[src/rtl/id_ex_operand_stage_if.sv]
// ID -> EX operand-stage bus: decoded ID fields and regfile/writeback data in, registered EX slot out.
// master drives the ID side; slave is the operand stage itself.
interface id_ex_operand_stage_if #(
  parameter int CTRL_W = 12,
  parameter int CNT_W  = 16
);
  logic              id_valid;
  logic [4:0]        id_rs_addr;
  logic [4:0]        id_rt_addr;
  logic              id_uses_rs;
  logic              id_uses_rt;
  logic [31:0]       rs_data;
  logic [31:0]       rt_data;
  logic [31:0]       id_imm;
  logic [CTRL_W-1:0] id_ctrl;
  logic [4:0]        id_dst_addr;
  logic              id_reg_write;
  logic              id_mem_read;
  logic              wb_reg_write;
  logic [4:0]        wb_addr;
  logic [31:0]       wb_data;
  logic              stall_in;
  logic              flush;
  logic              ex_valid;
  logic [31:0]       ex_rs_val;
  logic [31:0]       ex_rt_val;
  logic [31:0]       ex_imm;
  logic [CTRL_W-1:0] ex_ctrl;
  logic [4:0]        ex_rs_addr;
  logic [4:0]        ex_rt_addr;
  logic [4:0]        ex_dst_addr;
  logic              ex_reg_write;
  logic              ex_mem_read;
  logic              load_use_stall;
  logic [CNT_W-1:0]  bubble_cnt;

  modport master (
    output id_valid, id_rs_addr, id_rt_addr, id_uses_rs, id_uses_rt, rs_data, rt_data,
           id_imm, id_ctrl, id_dst_addr, id_reg_write, id_mem_read,
           wb_reg_write, wb_addr, wb_data, stall_in, flush,
    input  ex_valid, ex_rs_val, ex_rt_val, ex_imm, ex_ctrl, ex_rs_addr, ex_rt_addr,
           ex_dst_addr, ex_reg_write, ex_mem_read, load_use_stall, bubble_cnt
  );

  modport slave (
    input  id_valid, id_rs_addr, id_rt_addr, id_uses_rs, id_uses_rt, rs_data, rt_data,
           id_imm, id_ctrl, id_dst_addr, id_reg_write, id_mem_read,
           wb_reg_write, wb_addr, wb_data, stall_in, flush,
    output ex_valid, ex_rs_val, ex_rt_val, ex_imm, ex_ctrl, ex_rs_addr, ex_rt_addr,
           ex_dst_addr, ex_reg_write, ex_mem_read, load_use_stall, bubble_cnt
  );
endinterface

[src/rtl/id_ex_operand_stage.sv]
// ID/EX pipeline register: resolves $0 / writeback bypass, inserts load-use bubbles, applies stall/flush.
// Optional same-cycle writeback bypass enabled by defining WB_BYPASS_EN.
module id_ex_operand_stage #(
  parameter int CTRL_W = 12,
  parameter int CNT_W  = 16
) (
  input logic                  clk,
  input logic                  rst_n,
  id_ex_operand_stage_if.slave bus
);
  logic [31:0]       rsRes, rtRes;
  logic              hz;
  logic              exValid, exRegWrite, exMemRead;
  logic [31:0]       exRsVal, exRtVal, exImm;
  logic [CTRL_W-1:0] exCtrl;
  logic [4:0]        exRsAddr, exRtAddr, exDstAddr;
  logic [CNT_W-1:0]  bubbleCnt;

  always_comb begin
    rsRes = bus.rs_data;
    rtRes = bus.rt_data;
`ifdef WB_BYPASS_EN
    // Regfile async read returns the pre-write value during the write cycle.
    if (bus.wb_reg_write && bus.wb_addr != 5'd0 && bus.wb_addr == bus.id_rs_addr) rsRes = bus.wb_data;
    if (bus.wb_reg_write && bus.wb_addr != 5'd0 && bus.wb_addr == bus.id_rt_addr) rtRes = bus.wb_data;
`endif
    if (bus.id_rs_addr == 5'd0) rsRes = '0;
    if (bus.id_rt_addr == 5'd0) rtRes = '0;
  end

  always_comb begin
    hz = bus.id_valid && exValid && exMemRead && exRegWrite && (exDstAddr != 5'd0) &&
         ((bus.id_uses_rs && exDstAddr == bus.id_rs_addr) ||
          (bus.id_uses_rt && exDstAddr == bus.id_rt_addr));
  end

  always_ff @(posedge clk) begin
    if (!rst_n) begin
      exValid    <= 1'b0;
      exRegWrite <= 1'b0;
      exMemRead  <= 1'b0;
      exRsVal    <= '0;
      exRtVal    <= '0;
      exImm      <= '0;
      exCtrl     <= '0;
      exRsAddr   <= '0;
      exRtAddr   <= '0;
      exDstAddr  <= '0;
      bubbleCnt  <= '0;
    end else if (bus.flush) begin
      exValid    <= 1'b0;
      exRegWrite <= 1'b0;
      exMemRead  <= 1'b0;
      exRsVal    <= '0;
      exRtVal    <= '0;
      exImm      <= '0;
      exCtrl     <= '0;
      exRsAddr   <= '0;
      exRtAddr   <= '0;
      exDstAddr  <= '0;
    end else if (!bus.stall_in) begin
      if (hz) begin
        exValid    <= 1'b0;
        exRegWrite <= 1'b0;
        exMemRead  <= 1'b0;
        exCtrl     <= '0;
        if (bubbleCnt != '1) bubbleCnt <= bubbleCnt + CNT_W'(1);
      end else begin
        exValid    <= bus.id_valid;
        exRegWrite <= bus.id_reg_write & bus.id_valid;
        exMemRead  <= bus.id_mem_read & bus.id_valid;
        exRsVal    <= rsRes;
        exRtVal    <= rtRes;
        exImm      <= bus.id_imm;
        exCtrl     <= bus.id_ctrl;
        exRsAddr   <= bus.id_rs_addr;
        exRtAddr   <= bus.id_rt_addr;
        exDstAddr  <= bus.id_dst_addr;
      end
    end
  end

  assign bus.ex_valid       = exValid;
  assign bus.ex_rs_val      = exRsVal;
  assign bus.ex_rt_val      = exRtVal;
  assign bus.ex_imm         = exImm;
  assign bus.ex_ctrl        = exCtrl;
  assign bus.ex_rs_addr     = exRsAddr;
  assign bus.ex_rt_addr     = exRtAddr;
  assign bus.ex_dst_addr    = exDstAddr;
  assign bus.ex_reg_write   = exRegWrite;
  assign bus.ex_mem_read    = exMemRead;
  assign bus.load_use_stall = hz;
  assign bus.bubble_cnt     = bubbleCnt;
endmodule

[src/flat_wrapper.sv]
// flat-port wrapper written by rule: the top's interface ports become plain ports
module id_ex_operand_stage_flat 
#(
  parameter int CTRL_W = 12,
  parameter int CNT_W  = 16
)
  (clk, rst_n, bus_id_valid, bus_id_rs_addr, bus_id_rt_addr, bus_id_uses_rs, bus_id_uses_rt, bus_rs_data, bus_rt_data, bus_id_imm, bus_id_ctrl, bus_id_dst_addr, bus_id_reg_write, bus_id_mem_read, bus_wb_reg_write, bus_wb_addr, bus_wb_data, bus_stall_in, bus_flush, bus_ex_valid, bus_ex_rs_val, bus_ex_rt_val, bus_ex_imm, bus_ex_ctrl, bus_ex_rs_addr, bus_ex_rt_addr, bus_ex_dst_addr, bus_ex_reg_write, bus_ex_mem_read, bus_load_use_stall, bus_bubble_cnt);
  id_ex_operand_stage_if #(.CTRL_W(CTRL_W), .CNT_W(CNT_W)) bus_i ();
  input logic clk;
  input logic rst_n;
  input wire logic [$bits(bus_i.id_valid)-1:0] bus_id_valid;
  input wire logic [$bits(bus_i.id_rs_addr)-1:0] bus_id_rs_addr;
  input wire logic [$bits(bus_i.id_rt_addr)-1:0] bus_id_rt_addr;
  input wire logic [$bits(bus_i.id_uses_rs)-1:0] bus_id_uses_rs;
  input wire logic [$bits(bus_i.id_uses_rt)-1:0] bus_id_uses_rt;
  input wire logic [$bits(bus_i.rs_data)-1:0] bus_rs_data;
  input wire logic [$bits(bus_i.rt_data)-1:0] bus_rt_data;
  input wire logic [$bits(bus_i.id_imm)-1:0] bus_id_imm;
  input wire logic [$bits(bus_i.id_ctrl)-1:0] bus_id_ctrl;
  input wire logic [$bits(bus_i.id_dst_addr)-1:0] bus_id_dst_addr;
  input wire logic [$bits(bus_i.id_reg_write)-1:0] bus_id_reg_write;
  input wire logic [$bits(bus_i.id_mem_read)-1:0] bus_id_mem_read;
  input wire logic [$bits(bus_i.wb_reg_write)-1:0] bus_wb_reg_write;
  input wire logic [$bits(bus_i.wb_addr)-1:0] bus_wb_addr;
  input wire logic [$bits(bus_i.wb_data)-1:0] bus_wb_data;
  input wire logic [$bits(bus_i.stall_in)-1:0] bus_stall_in;
  input wire logic [$bits(bus_i.flush)-1:0] bus_flush;
  output wire logic [$bits(bus_i.ex_valid)-1:0] bus_ex_valid;
  output wire logic [$bits(bus_i.ex_rs_val)-1:0] bus_ex_rs_val;
  output wire logic [$bits(bus_i.ex_rt_val)-1:0] bus_ex_rt_val;
  output wire logic [$bits(bus_i.ex_imm)-1:0] bus_ex_imm;
  output wire logic [$bits(bus_i.ex_ctrl)-1:0] bus_ex_ctrl;
  output wire logic [$bits(bus_i.ex_rs_addr)-1:0] bus_ex_rs_addr;
  output wire logic [$bits(bus_i.ex_rt_addr)-1:0] bus_ex_rt_addr;
  output wire logic [$bits(bus_i.ex_dst_addr)-1:0] bus_ex_dst_addr;
  output wire logic [$bits(bus_i.ex_reg_write)-1:0] bus_ex_reg_write;
  output wire logic [$bits(bus_i.ex_mem_read)-1:0] bus_ex_mem_read;
  output wire logic [$bits(bus_i.load_use_stall)-1:0] bus_load_use_stall;
  output wire logic [$bits(bus_i.bubble_cnt)-1:0] bus_bubble_cnt;
  assign bus_i.id_valid = bus_id_valid;
  assign bus_i.id_rs_addr = bus_id_rs_addr;
  assign bus_i.id_rt_addr = bus_id_rt_addr;
  assign bus_i.id_uses_rs = bus_id_uses_rs;
  assign bus_i.id_uses_rt = bus_id_uses_rt;
  assign bus_i.rs_data = bus_rs_data;
  assign bus_i.rt_data = bus_rt_data;
  assign bus_i.id_imm = bus_id_imm;
  assign bus_i.id_ctrl = bus_id_ctrl;
  assign bus_i.id_dst_addr = bus_id_dst_addr;
  assign bus_i.id_reg_write = bus_id_reg_write;
  assign bus_i.id_mem_read = bus_id_mem_read;
  assign bus_i.wb_reg_write = bus_wb_reg_write;
  assign bus_i.wb_addr = bus_wb_addr;
  assign bus_i.wb_data = bus_wb_data;
  assign bus_i.stall_in = bus_stall_in;
  assign bus_i.flush = bus_flush;
  assign bus_ex_valid = bus_i.ex_valid;
  assign bus_ex_rs_val = bus_i.ex_rs_val;
  assign bus_ex_rt_val = bus_i.ex_rt_val;
  assign bus_ex_imm = bus_i.ex_imm;
  assign bus_ex_ctrl = bus_i.ex_ctrl;
  assign bus_ex_rs_addr = bus_i.ex_rs_addr;
  assign bus_ex_rt_addr = bus_i.ex_rt_addr;
  assign bus_ex_dst_addr = bus_i.ex_dst_addr;
  assign bus_ex_reg_write = bus_i.ex_reg_write;
  assign bus_ex_mem_read = bus_i.ex_mem_read;
  assign bus_load_use_stall = bus_i.load_use_stall;
  assign bus_bubble_cnt = bus_i.bubble_cnt;
  id_ex_operand_stage #(.CTRL_W(CTRL_W), .CNT_W(CNT_W)) u_core (.clk(clk), .rst_n(rst_n), .bus(bus_i));
endmodule
[config.mk]
export PLATFORM = sky130hd
export DESIGN_NAME = id_ex_operand_stage_flat
export DESIGN_NICKNAME = d
export VERILOG_FILES = /design/src/rtl/id_ex_operand_stage_if.sv /design/src/rtl/id_ex_operand_stage.sv /design/src/flat_wrapper.sv
export SDC_FILE = /design/constraint.sdc
export NUM_CORES = 1
export LEC_CHECK = 0
export ABC_AREA = 1
export CORE_MARGIN = 1.5
export CORE_UTILIZATION = 30
export CTS_CLUSTER_SIZE = 28
export DETAILED_ROUTE_END_ITERATION = 6
export GPL_ROUTABILITY_DRIVEN = 0
export HOLD_SLACK_MARGIN = 0.06
export PLACE_DENSITY = 0.72
export REMOVE_ABC_BUFFERS = 1
export SETUP_SLACK_MARGIN = 0.3
export SYNTH_ARGS = -nofsm -noshare
export SYNTH_HDL_FRONTEND = slang
export SYNTH_SLANG_ARGS = --single-unit
[constraint.sdc]
create_clock -name clk -period 2.05 [get_ports clk]
set_input_delay 0.205 -clock clk [delete_from_list [all_inputs] [get_ports clk]]
set_output_delay 0.205 -clock clk [all_outputs]
set_load 0.02 [all_outputs]
==> impl_metrics.tcl <==
set metrics [dict create \
    status "finished clean" \
    ant_nets 0 \
    via_per_inst 4.41 \
    r2r-end "u_core.bus.ex_rs_addr[4]$_SDFFE_PP0P_" \
    rsz0062_at_grt "yes" \
    maxCapViolCount 0 \
    cp-end-kind "register" \
    reg2reg_depth 12 \
    finalCriticalPeriod_ps 1840 \
    grt_pass1_wl_um 31800 \
    switching_power_uw 1910 \
    post_dp_cell_area_um2 9310 \
    drc 0 \
    clockBufferDepth 2 \
    layout-drive-gt1-share_pct 18.2 \
    clock_latency_ps 420 \
    reg2reg_setup_slack_ps 210 \
    die_h_um 146 \
    grt_pass1_vias 6211 \
    grt-ovfl-total 0 \
    yosys.area.top_type_share_pct 46.3 \
    synth-edff-count 0 \
    cts_sinks 142 \
    fin_skew_ps 16.1 \
    fin_ws_ps 210 \
    synth_top_area_cell "dfxtp_1" \
    synthCells 906 \
    hold_buffers 0 \
    ys_types 25 \
    pwr-share-comb_pct 17.4 \
    cts_htree_levels 4 \
    synth_area_per_cell_um2 6.78 \
    p_clk_share_pct 43.4 \
    p_leak_uw 0.00476 \
    p_sw_share_pct 25.6 \
    ys_warn_count 0 \
    grt_util_all_layers_pct 18.7 \
    ios 313 \
    design_area_um2 10900 \
    core_region_area_um2 20200 \
    layoutNonFillerInstCount 1504 \
    area_delta_synth_final_pct 78.2 \
    hold_depth 3 \
    die_w_um 146 \
    ys_seq_elements 142 \
    crit_type "register to register" \
    reg2reg_from "u_core.bus.ex_dst_addr[4]$_SDFFE_PP0P_" \
    numCtsBuffers 17 \
    slew_headroom_pct 69.3 \
    final_nets 1391 \
    antenna_found_initial 1 \
    final_core_util_pct 54.3 \
    hp-start "bus_id_rt_addr[2]" \
    final-hold-violation-count 0 \
    hpwl_um 13100 \
    hold-worst-slack_ps 175 \
    crit_fanout 24 \
    dieArea_um2 21300 \
    rows 52 \
    p_int_uw 5550 \
    preCtsSetupSlack_ps -135 \
    power-per-cell-area_nw_per_um2 682 \
    period_share_pct 89.8 \
    yosysSeqAreaShare_pct 46.3 \
    clk_pin_slew_ps 60 \
    crit_required_ps 2360 \
    seqPwrFrac_pct 39.3 \
    synthFlopType "dfxtp_1" \
    max_freq_ghz 0.543 \
    async_reset_ff_share_pct 0 \
    critPathArrivalTime_ps 2150 \
    start_util_pct 30.5 \
    grt_start_max_net_pins 57 \
    tritoncts "done" \
    hp-class "input pin to register" \
    synth_most_common_cell "nand2_1" \
    drt_iter0_markers 262 \
    peakVddDrop_v 0.000563 \
    hold_end "u_core.bus.ex_rt_addr[2]$_SDFFE_PP0P_" \
    io_buffers 274 \
    dp.cells 1442 \
    synthTopCellsByArea "dfxtp_1 (46%), nand2_1 (18%), nor2_1 (14%), nor2_2 (3.7%), o21ai_0 (3.7%)" \
    routed_wl_um 20700 \
    synth_area_um2 6140 \
    worstMarginPinSlew_ps 458 \
    cp-start-kind "register" \
    setup-violations-final 0 \
    slew_viol_final 0 \
    synthTopCellsByCount "nand2_1 (291), nor2_1 (230), dfxtp_1 (142)" \
    vias 6630 \
    drt-pass1-iter-count 4 \
    root_buffer "clkbuf_16" \
    wl_per_cell_um 13.8 \
]
-- routing by layer --
metal  global-route usage [%]  share of wire [%]  up-vias
met2                     32.3                 49      215
met5                        0                  0        -
met4                     6.77                2.2        0
met3                     6.16                7.0       27
met1                     21.7                 42     2966
li1                         -                  -     3422
-- layout by cell type, fill, tap and decap left out, types with 5 or more instances in the layout --
master / instances
buf_4: 34
a21oi_1: 13
nor2_2: 53
o21ai_2: 11
nor2_4: 23
o21ai_0: 13
nand2_1: 281
buf_16: 11
nor3_1: 8
buf_12: 12
nand2_2: 7
nor2_1: 190
o21ai_1: 30
clkbuf_16: 23
inv_1: 41
clkdlybuf4s50_1: 268
dfxtp_1: 136
inv_2: 5
nand2_4: 7
nand4_1: 10
nand3_1: 7
-- timing repair --
item	CTS	global route
endpoints found under the hold margin	0	0
pin swaps	10	13
resized for setup	86	98
endpoints found under the setup margin	138	144
setup buffers	8	5
cloned	8	8
-- worst max-delay path, stage by stage (launching register included) --
cell and delay (ps):
dfxtp_4 360, buf_6 120, nor3_1 130, nand3_1 150, nand2_1 110, inv_2 50, nand2_4 70, buf_6 110
nand2_8 60, buf_4 190, buf_12 170, o21ai_0 160, nor2_1 60
-- area by class of cell --
| type | count | area [um^2] |
|---|---|---|
| fillers | 1904 | 9220 |
| inverters | 48 | 194 |
| multi-input cells | 671 | 3210 |
| repair buffers | 340 | 3730 |
| diodes | 1 | 2.50 |
| well taps | 270 | 338 |
| flip-flops and latches | 142 | 2860 |
| clock buffers | 20 | 457 |
| clock inverters | 12 | 158 |
-- how the worst max path moves through the flow --
stage / end / from
floorplan: u_core.bus.ex_rs_val[0]$_SDFFE_PP0P_ / u_core.bus.ex_dst_addr[0]$_SDFFE_PP0P_
detailed placement: bus_load_use_stall / bus_id_rs_addr[4]
finish: u_core.bus.ex_rs_addr[4]$_SDFFE_PP0P_ / u_core.bus.ex_dst_addr[4]$_SDFFE_PP0P_
global placement: bus_load_use_stall / bus_id_rs_addr[4]
global route: u_core.bus.ex_rt_val[29]$_SDFFE_PP0P_ / u_core.bus.ex_dst_addr[4]$_SDFFE_PP0P_
CTS: u_core.bus.ex_rt_val[15]$_SDFFE_PP0P_ / u_core.bus.ex_dst_addr[4]$_SDFFE_PP0P_
-- flip-flops by register name, indices dropped and copies added (netlist names) --
| register | flops |
|---|---|
| u_core.bus.ex_rt_val | 32 |
| u_core.bus.ex_rs_addr | 5 |
| u_core.bus.ex_rs_val | 32 |
| u_core.bus.bubble_cnt | 16 |
| u_core.bus.ex_rt_addr | 5 |
| u_core.bus.ex_mem_read | 1 |
| u_core.bus.ex_reg_write | 1 |
| u_core.bus.ex_imm | 32 |
| u_core.bus.ex_valid | 1 |
| u_core.bus.ex_dst_addr | 5 |
| u_core.bus.ex_ctrl | 12 |
-- kinds of logic (layout without fill, tap and decap cells) --
logic type      count (synthesis)  after routing  synth area share (%)
simple gates                  594            596                  39.2
flops                         142            142                  46.3
buf+inv                        95            420                  8.06
compound gates                 72             72                  5.95
xor+xnor                        2              2                 0.285
fa+ha+maj                       1              1                 0.204
other cells                     0              1                     0
-- power by group through the flow --
stage | logic (uW) | registers, uW | clock network (uW)
finish | 1300 | 2930 | 3240
global route | 1400 | 2940 | 3470
CTS | 1210 | 2930 | 3330
detailed placement | 1080 | 2980 | 0
global placement | 1080 | 2980 | 0
floorplan | 341 | 3100 | 0
-- stage by stage --
stage,power (uW),TNS (ps)
global route,7820,0
floorplan,3450,-64480
CTS,7470,0
global placement,4050,-9250
finish,7460,0
detailed placement,4070,-10590
No activity file was read; power rests on OpenSTA's default activity.
